<file path="config.mk">
export PLATFORM = sky130hd
export DESIGN_NAME = instr_encoder
export DESIGN_NICKNAME = d
export VERILOG_FILES = /design/src/rtl/instr_encoder_pkg.sv /design/src/rtl/instr_encoder_pack.sv /design/src/rtl/instr_encoder.sv
export SDC_FILE = /design/constraint.sdc
export NUM_CORES = 1
export LEC_CHECK = 0
export ABC_AREA = 1
export ABC_CLOCK_PERIOD_IN_PS = 4800
export CORE_MARGIN = 2
export CORE_UTILIZATION = 46
export CTS_BUF_LIST = sky130_fd_sc_hd__clkbuf_2
export DETAILED_ROUTE_END_ITERATION = 10
export HOLD_SLACK_MARGIN = 0.03
export PLACE_DENSITY_LB_ADDON = 0.15
export SYNTH_ARGS = -nofsm -noshare
export SYNTH_HDL_FRONTEND = slang
export SYNTH_SLANG_ARGS = --single-unit
</file>
<file path="constraint.sdc">
create_clock -name clk -period 4.8 [get_ports clk]
set_clock_uncertainty 0.1 [all_clocks]
set_input_delay 1.2 -clock clk [delete_from_list [all_inputs] [get_ports clk]]
set_output_delay 1.2 -clock clk [all_outputs]
set_load 0.02 [all_outputs]
</file>
<file path="src/rtl/instr_encoder_pkg.sv">
`default_nettype none
// ============================================================================
// Module      : rv (package)
// Description : RV32I opcode/funct3 encodings, immediate widths and the
//               shared signed-range helper used by the instruction encoder.
// Revision    : 1.0 - initial release
// ============================================================================
package rv;

  // Base RV32I major opcodes
  typedef enum logic [6:0] {
    RV32_OP_LOAD   = 7'b0000011,
    RV32_OP_IMM    = 7'b0010011,
    RV32_OP_AUIPC  = 7'b0010111,
    RV32_OP_STORE  = 7'b0100011,
    RV32_OP_ARITH  = 7'b0110011,
    RV32_OP_LUI    = 7'b0110111,
    RV32_OP_BRANCH = 7'b1100011,
    RV32_OP_JALR   = 7'b1100111,
    RV32_OP_JAL    = 7'b1101111
  } RV32_INSTRUCTION_OPCODE;

  // ALU funct3 encodings (ADD/SUB and SRL/SRA share a code, split by bit 30)
  typedef enum logic [2:0] {
    RV32_ALU_ADD  = 3'b000,
    RV32_ALU_SLL  = 3'b001,
    RV32_ALU_SLT  = 3'b010,
    RV32_ALU_SLTU = 3'b011,
    RV32_ALU_XOR  = 3'b100,
    RV32_ALU_SR   = 3'b101,
    RV32_ALU_OR   = 3'b110,
    RV32_ALU_AND  = 3'b111
  } RV32_ALU_OPCODE;

  localparam int FUNCT7_ALT_BIT = 30;
  localparam int IMM_I_W        = 12;
  localparam int IMM_B_W        = 13;
  localparam int IMM_J_W        = 21;

  // True when value is representable as a WIDTH-bit two's complement number,
  // i.e. every bit from the sign position upward is identical.
  function automatic logic fits_signed(input logic [31:0] value, input int width);
    logic [31:0] upper;
    upper = 32'($signed(value) >>> (width - 1));
    return (upper == '0) || (upper == '1);
  endfunction

endpackage
`default_nettype wire

</file>
<file path="src/rtl/instr_encoder_pack.sv">
`default_nettype none
// ============================================================================
// Module      : instr_pack
// Description : Combinational RV32I field packer. Produces the instruction
//               word and flags bundles whose opcode, funct3 or immediate
//               cannot be encoded.
// Revision    : 1.0 - initial release
// ============================================================================
module instr_pack
  import rv::*;
(
  input  logic [6:0]  opcode_i,
  input  logic [2:0]  funct3_i,
  input  logic        alt_i,
  input  logic [4:0]  rd_i,
  input  logic [4:0]  rs1_i,
  input  logic [4:0]  rs2_i,
  input  logic [31:0] imm_i,
  output logic [31:0] instr_o,
  output logic        illegal_o
);

  // Format selection by opcode; unused fields stay zero
  always_comb begin
    instr_o   = '0;
    illegal_o = 1'b0;
    case (opcode_i)
      RV32_OP_ARITH: begin
        instr_o = {7'b0, rs2_i, rs1_i, funct3_i, rd_i, opcode_i};
        instr_o[FUNCT7_ALT_BIT] = alt_i;
      end
      RV32_OP_IMM: begin
        if (funct3_i == RV32_ALU_SLL || funct3_i == RV32_ALU_SR) begin
          // Shift amount lives in the rs2 slot; alt only meaningful for SRAI
          instr_o = {7'b0, imm_i[4:0], rs1_i, funct3_i, rd_i, opcode_i};
          instr_o[FUNCT7_ALT_BIT] = alt_i && (funct3_i == RV32_ALU_SR);
          illegal_o = |imm_i[31:5];
        end else begin
          instr_o   = {imm_i[11:0], rs1_i, funct3_i, rd_i, opcode_i};
          illegal_o = !fits_signed(imm_i, IMM_I_W);
        end
      end
      RV32_OP_LOAD: begin
        instr_o   = {imm_i[11:0], rs1_i, funct3_i, rd_i, opcode_i};
        illegal_o = !fits_signed(imm_i, IMM_I_W) ||
                    !(funct3_i inside {3'b000, 3'b001, 3'b010, 3'b100, 3'b101});
      end
      RV32_OP_JALR: begin
        instr_o   = {imm_i[11:0], rs1_i, funct3_i, rd_i, opcode_i};
        illegal_o = !fits_signed(imm_i, IMM_I_W) || (funct3_i != 3'b000);
      end
      RV32_OP_STORE: begin
        instr_o   = {imm_i[11:5], rs2_i, rs1_i, funct3_i, imm_i[4:0], opcode_i};
        illegal_o = !fits_signed(imm_i, IMM_I_W) || (funct3_i > 3'b010);
      end
      RV32_OP_BRANCH: begin
        instr_o   = {imm_i[12], imm_i[10:5], rs2_i, rs1_i, funct3_i,
                     imm_i[4:1], imm_i[11], opcode_i};
        illegal_o = !fits_signed(imm_i, IMM_B_W) || imm_i[0] ||
                    (funct3_i inside {3'b010, 3'b011});
      end
      RV32_OP_LUI, RV32_OP_AUIPC: begin
        instr_o   = {imm_i[31:12], rd_i, opcode_i};
        illegal_o = |imm_i[11:0];
      end
      RV32_OP_JAL: begin
        instr_o   = {imm_i[20], imm_i[10:1], imm_i[11], imm_i[19:12], rd_i, opcode_i};
        illegal_o = !fits_signed(imm_i, IMM_J_W) || imm_i[0];
      end
      default: begin
        illegal_o = 1'b1;
      end
    endcase
  end

endmodule
`default_nettype wire

</file>
<file path="src/rtl/instr_encoder.sv">
`default_nettype none
// ============================================================================
// Module      : instr_encoder
// Description : Streams packed RV32I words with word-aligned write addresses
//               to an instruction-memory write port; drops and counts bundles
//               that cannot be encoded.
// Revision    : 1.0 - initial release
// ============================================================================
module instr_encoder
  import rv::*;
#(
  parameter int ADDR_W = 32,
  parameter int CNT_W  = 16
) (
  input  logic              clk,
  input  logic              rst,
  input  logic              in_valid,
  output logic              in_ready,
  input  logic [6:0]        in_opcode,
  input  logic [2:0]        in_funct3,
  input  logic              in_alt,
  input  logic [4:0]        in_rd,
  input  logic [4:0]        in_rs1,
  input  logic [4:0]        in_rs2,
  input  logic [31:0]       in_imm,
  input  logic              addr_load,
  input  logic [ADDR_W-1:0] addr_base,
  output logic              out_valid,
  input  logic              out_ready,
  output logic [31:0]       out_instr,
  output logic [ADDR_W-1:0] out_addr,
  output logic              err,
  input  logic              err_clr,
  output logic [CNT_W-1:0]  word_count,
  output logic [CNT_W-1:0]  err_count
);

  logic [31:0]       pack_instr;
  logic              pack_illegal;

  logic              out_valid_q, out_valid_d;
  logic [31:0]       out_instr_q, out_instr_d;
  logic [ADDR_W-1:0] out_addr_q,  out_addr_d;
  logic [ADDR_W-1:0] addr_q,      addr_d;
  logic              err_q,       err_d;
  logic [CNT_W-1:0]  word_cnt_q,  word_cnt_d;
  logic [CNT_W-1:0]  err_cnt_q,   err_cnt_d;

  logic              accept, xfer, emit, drop;
  logic [ADDR_W-1:0] addr_cur;

  instr_pack u_pack (
    .opcode_i  (in_opcode),
    .funct3_i  (in_funct3),
    .alt_i     (in_alt),
    .rd_i      (in_rd),
    .rs1_i     (in_rs1),
    .rs2_i     (in_rs2),
    .imm_i     (in_imm),
    .instr_o   (pack_instr),
    .illegal_o (pack_illegal)
  );

  // Skid-free pipeline stage: accept whenever the output slot empties this cycle
  assign in_ready = !out_valid_q || out_ready;
  assign accept   = in_valid && in_ready;
  assign xfer     = out_valid_q && out_ready;
  assign emit     = accept && !pack_illegal;
  assign drop     = accept && pack_illegal;
  // A load in the same cycle as an accept addresses that very word
  assign addr_cur = addr_load ? (addr_base & ~ADDR_W'(3)) : addr_q;

  // Next-state for output register, address counter and statistics
  always_comb begin
    out_valid_d = out_valid_q;
    out_instr_d = out_instr_q;
    out_addr_d  = out_addr_q;
    addr_d      = addr_cur;
    err_d       = err_q;
    word_cnt_d  = word_cnt_q;
    err_cnt_d   = err_cnt_q;

    if (emit) begin
      out_valid_d = 1'b1;
      out_instr_d = pack_instr;
      out_addr_d  = addr_cur;
      addr_d      = addr_cur + ADDR_W'(4);
    end else if (xfer) begin
      out_valid_d = 1'b0;
    end

    if (xfer && (word_cnt_q != '1)) begin
      word_cnt_d = word_cnt_q + CNT_W'(1);
    end

    // A coincident clear and drop leaves exactly the new error recorded
    if (drop) begin
      err_d     = 1'b1;
      err_cnt_d = err_clr ? CNT_W'(1)
                : ((err_cnt_q != '1) ? err_cnt_q + CNT_W'(1) : err_cnt_q);
    end else if (err_clr) begin
      err_d     = 1'b0;
      err_cnt_d = '0;
    end
  end

  // State registers with asynchronous reset
  always_ff @(posedge clk or posedge rst) begin
    if (rst) begin
      out_valid_q <= 1'b0;
      out_instr_q <= '0;
      out_addr_q  <= '0;
      addr_q      <= '0;
      err_q       <= 1'b0;
      word_cnt_q  <= '0;
      err_cnt_q   <= '0;
    end else begin
      out_valid_q <= out_valid_d;
      out_instr_q <= out_instr_d;
      out_addr_q  <= out_addr_d;
      addr_q      <= addr_d;
      err_q       <= err_d;
      word_cnt_q  <= word_cnt_d;
      err_cnt_q   <= err_cnt_d;
    end
  end

  assign out_valid  = out_valid_q;
  assign out_instr  = out_instr_q;
  assign out_addr   = out_addr_q;
  assign err        = err_q;
  assign word_count = word_cnt_q;
  assign err_count  = err_cnt_q;

endmodule
`default_nettype wire

</file>
# ---- Yosys cells after proc, flatten, opt, wreduce, memory -nomap -nowiden
# Cells that the tools add are included.
dict set report totals {
  word_cells 82
  output_inout_bits 99
  reg_bits 130
}
dict set report op_classes {
  reduce_logical 38
  order_cmp 1
  addsub 3
  eq_ne 19
  muxes 14
}
# operator n
set op_table {}
lappend op_table {{one-hot mux 32 bit (7 select lines)} 1}
lappend op_table {{equality test 32 bit (second input constant)} 3}
lappend op_table {{logical NOT 32 bit} 3}
lappend op_table {{2-to-1 mux 32 bit} 3}
lappend op_table {{2-to-1 mux 16 bit} 4}
lappend op_table {{adder 16 x 1 -> 16 bit (second input constant)} 2}
lappend op_table {{adder 32 x 3 -> 32 bit (second input constant)} 1}
lappend op_table {{!= test 16 bit (second input constant)} 2}
lappend op_table {{OR reduction 27 bit} 1}
lappend op_table {{equality test 7 x 6 -> 1 bit (second input constant)} 3}
lappend op_table {{equality test 7 bit (second input constant)} 3}
lappend op_table {{equality test 7 x 5 -> 1 bit (second input constant)} 2}
lappend op_table {{OR reduction 12 bit} 1}
lappend op_table {{logical OR 1 bit} 11}
lappend op_table {{one-hot mux 1 bit (8 select lines)} 1}
lappend op_table {{nonzero test 2 bit} 4}
lappend op_table {{equality test 7 x 2 -> 1 bit (second input constant)} 1}
lappend op_table {{equality test 3 x 2 -> 1 bit (second input constant)} 2}
lappend op_table {{equality test 3 bit (second input constant)} 2}
lappend op_table {{logical AND 1 bit} 6}
lappend op_table {{logical NOT 1 bit} 6}
lappend op_table {{2-to-1 mux 1 bit} 5}
lappend op_table {{nonzero test 5 bit} 1}
lappend op_table {{OR reduction 2 bit} 2}
lappend op_table {{5 further kinds} 5}

# ---- Depth between registers and ports, before layout
# Gate-level depths: netlist of run 1.
dict set report logic_depth {
  depth_word 9
  depth_mapped 17
}

# ---- By module
# A second synthesis of run 1 with hierarchy kept.
dict set report unflattened {
  hier_cells 1077
  hier_area_um2 7692.4
}
# module instances area_each_um2 cells_each
set modules_own_cells {}
lappend modules_own_cells {instr_encoder 1 6641.4 847}
lappend modules_own_cells {instr_pack 1 1051.0 230}

# ---- Worst setup path before layout of run 1
# OpenSTA, ideal clock, no wires.
dict set report synth_path {
  kind {input port to flip-flop}
  from {input addr_load}
  to {register addr_q[26]}
  setup_time_ns 0.138
  path_stages 12
  arrival_time_ns 2.911
  t_required_ns 4.562
  slack_ns 1.650
  path_buffers 1
  path_cell_list {buf_2 o21ai_0 inv_1 ha_1 inv_1 nor3_1 inv_1 nor2_1 nand3_1 xor2_1 nand2_1 o21ai_0}
}
dict set report synth_between {
  elab_chain_len 3
}
# item line_no
set synth_rtl {}
lappend synth_rtl {{start, declared} instr_encoder.sv:26} ;# input logic addr_load,
lappend synth_rtl {{2-to-1 mux 32 bit} instr_encoder.sv:71} ;# assign addr_cur = addr_load ? (addr_base & ~ADDR_W'(3)) : addr_q;
lappend synth_rtl {{named net addr_cur[2]} instr_encoder.sv:50} ;# logic [ADDR_W-1:0] addr_cur;
lappend synth_rtl {{adder 32 x 3 -> 32 bit} instr_encoder.sv:87} ;# addr_d = addr_cur + ADDR_W'(4);
lappend synth_rtl {{2-to-1 mux 32 bit} instr_encoder.sv:83} ;# if (emit) begin
lappend synth_rtl {{named net addr_d[26]} instr_encoder.sv:44} ;# logic [ADDR_W-1:0] addr_q, addr_d;
lappend synth_rtl {{end signal, assigned} instr_encoder.sv:121} ;# addr_q <= addr_d;
lappend synth_rtl {{end, declared} instr_encoder.sv:44}
# The timed path passes the listed nets, and every way through them passes these cells.
# A chain may end at the register's enable or synchronous reset.

# ---- Worst setup path after layout of run 1
dict set report layout_path {
  from {input out_ready}
  to {output in_ready}
}
dict set report layout_between {
  elab_chain_len 1
}
# item line_no
set layout_rtl {}
lappend layout_rtl {{start, declared} instr_encoder.sv:29} ;# input logic out_ready,
lappend layout_rtl {{logical OR 1 bit} instr_encoder.sv:65} ;# assign in_ready = !out_valid_q || out_ready;
lappend layout_rtl {{end, declared} instr_encoder.sv:18} ;# output logic in_ready,
# No other way between the ends.

==> results.tsv, run 1 <==
metric	value	unit
fillers	1527	
syn_avg_cell_area	7.34	sq um
async_flop_share	100	%
die_area	17300	sq um
final_antenna_net_count	0	
cp_slowest_cell	clkdlybuf4s50_1	
p_total	2.92	mW
worstPathCellList	clkdlybuf4s50_1 > inv_1 > nand2_1 > clkdlybuf4s50_1	
tightest_slew	714	ps
clk_latency	720	ps
grt_max_degree	80	
post-place-ws	708	ps
min_path_type	reg2reg	
dr.pass1.iters	5	
io_pins	195	
area_growth	32.4	%
netlist_area	7480	sq um
grt_util_all_layers	24.6	%
cts-buffers-inserted	17	
period_minus_slack	3760	ps
critical_path_buf_inv_count	3	
layout_common_cells	290 x nand2_1, 192 x clkdlybuf4s50_1, 130 x dfrtp_1, 123 x nor2_1, 97 x inv_1	
p_int	1.96	mW
fin_setup_tns	0	ps
p_switching	965	uW
slew_viol_final	0	
met3_usage	4.86	%
overflow	0	
cts_resized	0	
num_rows	46	
cp_max_fo	3	
syn_inst	1020	
antenna_found_initial	1	
htreeDepth	4	
cp-end-kind	output port	
start_kind	input pin	
core	15900	sq um
dr_total_vias	7284	
cts_tree	done	
p_clk_share	26.2	%
post-cts-setup-buffer-count	0	
syn-num-nets	1119	
max_stage_delay	610	ps
initial_core_util	47.1	%
die_x	132	microns
fin_ws	1040	ps
critical_path_class	in2out	
drcViolationCount	0	
rsz0062_at_grt	no	
clk_pin_slew	180	ps
viasPerCell	5.04	
clock_path_buffers	2	
synth_edf_count	0	
place_inst	1411	
synth-main-ff-cell	dfrtp_1	
pwr_density_cell	295	nW/um^2
post-route-period-util	78.4	%
die_h	132	microns
cts-hold-fix-buffers	0	
wl_per_cell	14.5	microns
p_leak	4.54	nW
final_util	62.4	%
final_hold_viol_count	0	
grt_util_met2	40.3	%
vdd_drop_max	0.000146	V
pwr-share-comb	28.7	%
first_iter_violations	357	
drive_gt1_share	6.44	%
cp.arrival	2460	ps
synth_warnings	0	
port-buffer-count	192	
grt_pass1_vias	6877	
cp_common_cell	clkdlybuf4s50_1	
max_freq	266	MHz
synth_cell_types	40	
maxCapViolCount	0	
postRouteWirelength	21000	microns
status	finished clean	
final_cells	1444	
post-dp-hpwl	15700	microns
max-slew-margin-rel	51.9	%
gp_congestion	0.930	
ys_seq_elements	130	
nets	1313	
crit_required	3500	ps
swShare	33.0	%
finalSetupViolations	0	
root_buffer	clkbuf_2	
grt_pass1_wl	34500	microns
busiest_layer	met2	
seq_power_share	45.0	%
use_met1	32.5	%
cp_top_family	buffers and inverters	
layout_commonest_cell	nand2_1	
seq_area_frac_synth	43.5	%
cts_sinks	130	
[final cells by class]
cell class,count,area [sq um],area share [%]
multi-input cells,751,3640,36.7
flip-flops and latches,130,3250,32.8
repair buffers,207,2060,20.8
inverters,107,409,4.13
well taps,216,270,2.73
clock inverters,15,189,1.91
clock buffers,17,85.1,0.859
diodes,1,2.50,0.0253
[synth_stat cells, types with 3 or more instances]
cell type / number / area share (%)
nand2_1: 290 / 15
dfrtp_1: 130 / 43
nor2_1: 123 / 6.2
inv_1: 98 / 4.9
o21ai_0: 90 / 6.0
nand3_1: 75 / 5.0
xor2_1: 36 / 4.2
a22oi_1: 19 / 1.9
o21ai_1: 16 / 1.1
nand4_1: 15 / 1.3
a21oi_1: 13 / 0.87
buf_2: 13 / 0.87
nor3_1: 13 / 0.87
clkbuf_1: 11 / 0.55
xnor2_1: 11 / 1.3
o21ai_2: 8 / 0.94
or2_2: 8 / 0.67
inv_2: 6 / 0.30
buf_6: 5 / 0.75
o2111ai_1: 5 / 0.59
a211oi_1: 3 / 0.30
a31oi_1: 3 / 0.25
buf_4: 3 / 0.30
ha_1: 3 / 0.50
[metrics by stage]
stage / cell area [sq um] / hold slack [ps]
6_report: 9910 / 389
2_1_floorplan: 7480 / 326
4_1_cts: 9910 / 392
3_5_place_dp: 9630 / 352
3_3_place_gp: 9630 / 346
5_1_grt: 9910 / 423
[layer usage]
metal / vias to the layer above / share of wire (%)
li1: 3690 / -
met1: 3327 / 45
met2: 227 / 47
met5: - / 0
met4: 0 / 2.3
met3: 40 / 5.6
[cell families (layout without fill, tap and decap cells)]
logic type | after synthesis | count (layout) | share of synthesized area [%]
flip-flops | 130 | 130 | 43.5
XOR/XNOR | 47 | 47 | 5.50
AO/OA/AOI/OAI | 161 | 161 | 12.3
AND/OR/NAND/NOR | 540 | 540 | 30.3
other | 0 | 1 | 0
adder cells (fa/ha/maj) | 3 | 3 | 0.502
buffers and inverters | 139 | 346 | 7.87
[sequential cells by signal, indices dropped and copies added, names as in the netlist]
register and cells:
out_valid 1, out_instr 32, err_count 16, err 1
out_addr 32, word_count 16, addr_q 32
[power by group through the flow]
stage	Sequential, mW	Clock [mW]	Combinational, mW
after global routing	1.34	0.831	0.914
final	1.31	0.766	0.839
after CTS	1.32	0.781	0.845
after floorplan	1.47	0	0.287
after detailed placement	1.34	0	0.843
after global placement	1.33	0	0.833
[path summary, 6_finish.rpt]
check                           cells past startpoint    startpoint             to  slack, ps
worst max register to register                      9  err_count[1]   err_count[2]       2270
worst min register to register                      2     addr_q[1]      addr_q[1]        390
min in group asynchronous                           2           rst  out_instr[27]        790
max in group asynchronous                           3           rst     addr_q[28]       3050
worst max-delay path                                4     out_ready       in_ready       1040
worst min-delay path                                2     addr_q[1]      addr_q[1]        390
[worst reg2reg max path: stages (launching register included)]
cell     delay (ps)
dfrtp_1         490
ha_1            240
nand3_1         140
nor3b_2         350
nand2_1         140
nor2_1          210
nand3_1         260
nand3_2         340
nand3_1         140
nand2_1          80
Power figures use the tool's default switching activity.
==> inputs of run 2 (changes only) <==
--- a/config.mk
+++ b/config.mk
@@ -6,7 +6,7 @@
 export NUM_CORES = 1
 export LEC_CHECK = 0
 export ABC_AREA = 1
-export ABC_CLOCK_PERIOD_IN_PS = 4800
+export ABC_CLOCK_PERIOD_IN_PS = 3220
 export CORE_MARGIN = 2
 export CORE_UTILIZATION = 46
 export CTS_BUF_LIST = sky130_fd_sc_hd__clkbuf_2
==> constraint.sdc (replaced) <==
create_clock -name clk -period 3.22 [get_ports clk]
set_clock_uncertainty 0.1 [all_clocks]
set_input_delay 0.805 -clock clk [delete_from_list [all_inputs] [get_ports clk]]
set_output_delay 0.805 -clock clk [all_outputs]
set_load 0.02 [all_outputs]
==> results.tsv, run 2 (synthesis gave the netlist of run 1 again) <==
metric	value	unit	change
status	finished clean		
critical_path_buf_inv_count	3		unchanged
viasPerCell	5.00		-0.81%
cp_top_family	buffers and inverters		
seq_power_share	43.9	%	-1.1 points
multiInputGateArea	3640	sq um	unchanged
io_pins	195		unchanged
vdd_drop_max	0.000219	V	+50%
first_iter_violations	376		+5.3%
post-cts-setup-buffer-count	0		unchanged
p_switching	1.48	mW	+54%
root_buffer	clkbuf_2		
die_h	132	microns	unchanged
grt_util_all_layers	25.0	%	+0.39 points
die_x	132	microns	unchanged
p_int	2.99	mW	+53%
final_antenna_net_count	0		unchanged
cts-hold-fix-buffers	0		unchanged
rsz0062_at_grt	no		
dr.pass1.iters	5		unchanged
final_util	65.3	%	+2.9 points
maxCapViolCount	0		unchanged
dr_total_vias	7460		+2.4%
layout_common_cells	290 x nand2_1, 192 x clkdlybuf4s50_1, 130 x dfrtp_1, 123 x nor2_1, 97 x inv_1		
nets	1359		+3.5%
area_growth	38.6	%	
cp_common_cell	clkdlybuf4s50_1		
period_minus_slack	2980	ps	
overflow	0		unchanged
start_kind	input pin		
final_hold_viol_count	0		unchanged
crit_required	2310	ps	-1190 ps
cp_slowest_cell	clkdlybuf4s50_1		
grt_pass1_vias	6931		+0.79%
slew_viol_final	0		unchanged
antenna_found_initial	1		unchanged
worstPathCellList	clkdlybuf4s50_1 > inv_1 > nand2_1 > clkdlybuf4s50_1		
clock_path_buffers	2		unchanged
cts_resized	0		unchanged
min_path_type	in2async		
whs	391	ps	+1.51 ps
cp.arrival	2070	ps	-390 ps
core	15900	sq um	unchanged
drive_gt1_share	9.98	%	+3.5 points
gp_congestion	0.932		+0.12%
tightest_slew	732	ps	+18.1 ps
post-place-ws	-36.8	ps	-744 ps
drcViolationCount	0		unchanged
p_clk_share	26.6	%	+0.4 points
grt_max_degree	60		-25%
postRouteWirelength	21400	microns	+1.8%
num_rows	46		unchanged
critical_path_class	in2out		
grt_pass1_wl	34800	microns	+0.98%
final_cells	1491		+3.3%
cts_tree	done		
fillers	1450		-5.0%
max_freq	336	MHz	
pwr_density_cell	431	nW/um^2	+46%
layout_commonest_cell	nand2_1		
clk_latency	720	ps	about the same
finalSetupViolations	0		unchanged
max_stage_delay	620	ps	about the same
fin_ws	242	ps	-797 ps
initial_core_util	47.1	%	unchanged
port-buffer-count	192		unchanged
swShare	33.2	%	+0.17 points
post-dp-hpwl	16400	microns	+4.6%
place_inst	1457		+3.3%
seqCellArea	3250	sq um	unchanged
p_leak	4.81	nW	+6.0%
htreeDepth	4		unchanged
max-slew-margin-rel	51.1	%	-0.81 points
p_total	4.47	mW	+53%
die_area	17300	sq um	unchanged
clk_pin_slew	240	ps	+60 ps
cts_sinks	130		unchanged
pwr-share-comb	29.6	%	+0.9 points
cp-end-kind	output port		
cts-buffers-inserted	17		unchanged
cp_max_fo	3		unchanged
post-route-period-util	92.5	%	
wl_per_cell	14.3	microns	-1.4%
## run 2: per-stage QoR
step	setup TNS [ps]	instance area [sq um]
2_1_floorplan	0	7490
3_5_place_dp	-80.5	10100
6_report	0	10400
3_3_place_gp	-36.6	10100
5_1_grt	0	10400
4_1_cts	0	10400
## run 2: power groups by stage
| stage | sequential (mW) | combinational (mW) | clock, mW |
|---|---|---|---|
| final | 1.96 | 1.32 | 1.19 |
| after global routing | 1.99 | 1.44 | 1.29 |
| after CTS | 1.96 | 1.33 | 1.22 |
| after detailed placement | 1.99 | 1.32 | 0 |
| after global placement | 1.99 | 1.31 | 0 |
| after floorplan | 2.19 | 0.428 | 0 |
## run 2: layout make-up
type / instances / share of cell area, %
Antenna cell: 2 / 0.0483
Clock buffer: 17 / 0.820
Clock inverter: 15 / 1.98
Inverter: 107 / 3.93
Multi-Input combinational cell: 751 / 35.1
Sequential cell: 130 / 31.4
Tap cell: 216 / 2.61
Timing Repair Buffer: 253 / 24.1
## run 2: metal layers
layer	vias up	global-route usage (%)	part of all wire, %
met3	24	5.67	6.4
met1	3410	33.5	44
met4	0	7.31	1.7
li1	3786	-	-
met2	240	40.7	47
met5	-	0	0
## run 2: worst paths after layout
path | slack [ps] | endpoint | cells after the start | start
worst max-delay path | 240 | in_ready | 4 | out_ready
worst min-delay path | 390 | out_instr[25] | 2 | rst
worst max register to register | 730 | err_count[3] | 10 | err_count[1]
worst min register to register | 390 | addr_q[0] | 2 | addr_q[0]
max in group asynchronous | 1960 | addr_q[20] | 3 | rst
min in group clk | 390 | addr_q[0] | 2 | addr_q[0]
## run 2: worst reg2reg max path, delay by kind of cell (launching register included)
kind                       cells  cell delay [ps]
adders and majority gates      1              220
buffers and inverters          1              170
DFF                            1              470
and+or+nand+nor                8             1490
==> inputs of run 3 (changes only) <==
--- a/config.mk
+++ b/config.mk
@@ -10,8 +10,10 @@
 export CORE_MARGIN = 2
 export CORE_UTILIZATION = 46
 export CTS_BUF_LIST = sky130_fd_sc_hd__clkbuf_2
+export CTS_CLUSTER_DIAMETER = 60
 export DETAILED_ROUTE_END_ITERATION = 10
 export HOLD_SLACK_MARGIN = 0.03
+export MAX_ROUTING_LAYER = met4
 export PLACE_DENSITY_LB_ADDON = 0.15
 export SYNTH_ARGS = -nofsm -noshare
 export SYNTH_HDL_FRONTEND = slang
==> results.tsv, run 3 (synthesis gave the netlist of run 1 again) <==
metric	value	unit	change
clk_latency	720	ps	about the same
final_hold_viol_count	0		unchanged
r2r_end	err_count[1]		
cp_max_fo	3		unchanged
cts_sinks	130		unchanged
core	15900	sq um	unchanged
min_to	addr_q[1]		
holdPathStages	2		
num_rows	46		unchanged
cts_resized	0		unchanged
wl_per_cell	14.4	microns	+0.37%
initial_core_util	47.1	%	unchanged
rsz0062_at_grt	no		
whs	384	ps	-6.79 ps
cp.arrival	2030	ps	-40 ps
ff2ff_path_depth	10		unchanged
post-cts-setup-buffer-count	0		unchanged
dr.pass1.iters	7		+2
period_minus_slack	2940	ps	-41.9 ps
die_area	17300	sq um	unchanged
nets	1360		+0.074%
clock_path_buffers	2		unchanged
cp-end-kind	output port		
io_pins	195		unchanged
final_antenna_net_count	0		unchanged
grt_pass1_vias	6969		+0.55%
pwr_density_cell	433	nW/um^2	+0.45%
min_path_type	reg2reg		
maxCapViolCount	0		unchanged
dr_total_vias	7467		+0.094%
grt_util_all_layers	25.7	%	+0.74 points
clk_pin_slew	200	ps	-40 ps
cts-buffers-inserted	17		unchanged
layout_commonest_cell	nand2_1		
overflow	0		unchanged
post-route-period-util	91.2	%	-1.3 points
crit_required	2310	ps	about the same
die_h	132	microns	unchanged
antenna_found_initial	1		unchanged
min_from	addr_q[1]		
postRouteWirelength	21400	microns	+0.37%
area_growth	38.2	%	
die_x	132	microns	unchanged
tightest_slew	679	ps	-52.4 ps
max-slew-margin-rel	54.6	%	+3.5 points
viasPerCell	5.01		about the same
status	finished clean		
max_freq	341	MHz	+1.4%
finalSetupViolations	0		unchanged
drive_gt1_share	10.0	%	+0.071 points
cts-hold-fix-buffers	0		unchanged
vdd_drop_max	0.000325	V	+48%
slew_viol_final	0		unchanged
cp-startpoint	out_ready		
grt_max_degree	60		unchanged
grt_pass1_wl	35000	microns	+0.54%
fin_setup_tns	0	ps	unchanged
critical_path_class	in2out		
drcViolationCount	0		unchanged
port-buffer-count	192		unchanged
cts_tree	done		
r2r_start	err_count[0]		
post-dp-hpwl	16400	microns	+0.45%
htreeDepth	4		unchanged
gp_congestion	0.935		+0.34%
layout_common_cells	290 x nand2_1, 192 x clkdlybuf4s50_1, 130 x dfrtp_1, 123 x nor2_1, 97 x inv_1		
first_iter_violations	429		+14%
p_leak	4.80	nW	-0.23%
start_kind	input pin		
r2r_setup_slack	750	ps	+20 ps
root_buffer	clkbuf_2		
==> run 3: per-stage QoR <==
step / utilization (%) / setup slack, ps / area, sq um / total power [mW] / cells
2_1_floorplan: - / 465 / 7490 / 2.62 / 1020
3_3_place_gp: 63.2 / -11.4 / 10000 / 3.29 / 1458
3_5_place_dp: 63.2 / -36.0 / 10000 / 3.32 / 1458
4_1_cts: 65.1 / 272 / 10300 / 4.51 / 1490
5_1_grt: 65.1 / 213 / 10300 / 4.71 / 1491
6_report: 65.1 / 284 / 10300 / 4.48 / 1491
==> run 3: worst max-delay path by stage <==
stage,end,slack [ps],cells past startpoint
final,in_ready,280,4
after global routing,in_ready,210,4
after CTS,in_ready,270,4
after detailed placement,addr_q[18],-40,14
after global placement,addr_q[28],-10,10
after floorplan,addr_q[26],470,12
==> run 3: cell type report <==
| type | count | area (sq um) |
|---|---|---|
| multi-input combinational | 751 | 3640 |
| sequential | 130 | 3250 |
| tap | 216 | 270 |
| antenna | 1 | 2.50 |
| fill | 1491 | 5550 |
| clock inverter | 15 | 205 |
| clock buffer | 17 | 85.1 |
| timing repair buffer | 254 | 2470 |
| inverter | 107 | 408 |
==> run 3: where the power goes <==
group	internal, mW	total [mW]	switching, mW
clock network	0.519	1.20	0.677
registers	1.84	1.96	0.114
logic	0.623	1.32	0.701
==> run 3: layer usage <==
| layer | vias up | share of wire [%] | track usage (%) |
|---|---|---|---|
| met1 | 3428 | 46 | 34.2 |
| met5 | - | 0 | - |
| met3 | 32 | 5.9 | 5.75 |
| met4 | 0 | 2.0 | 7.13 |
| li1 | 3777 | - | - |
| met2 | 230 | 47 | 39.8 |
==> run 3: worst max-delay path, cell delays in order <==
cell	delay [ps]
clkdlybuf4s50_1	480
inv_1	40
nand2_1	90
clkdlybuf4s50_1	620
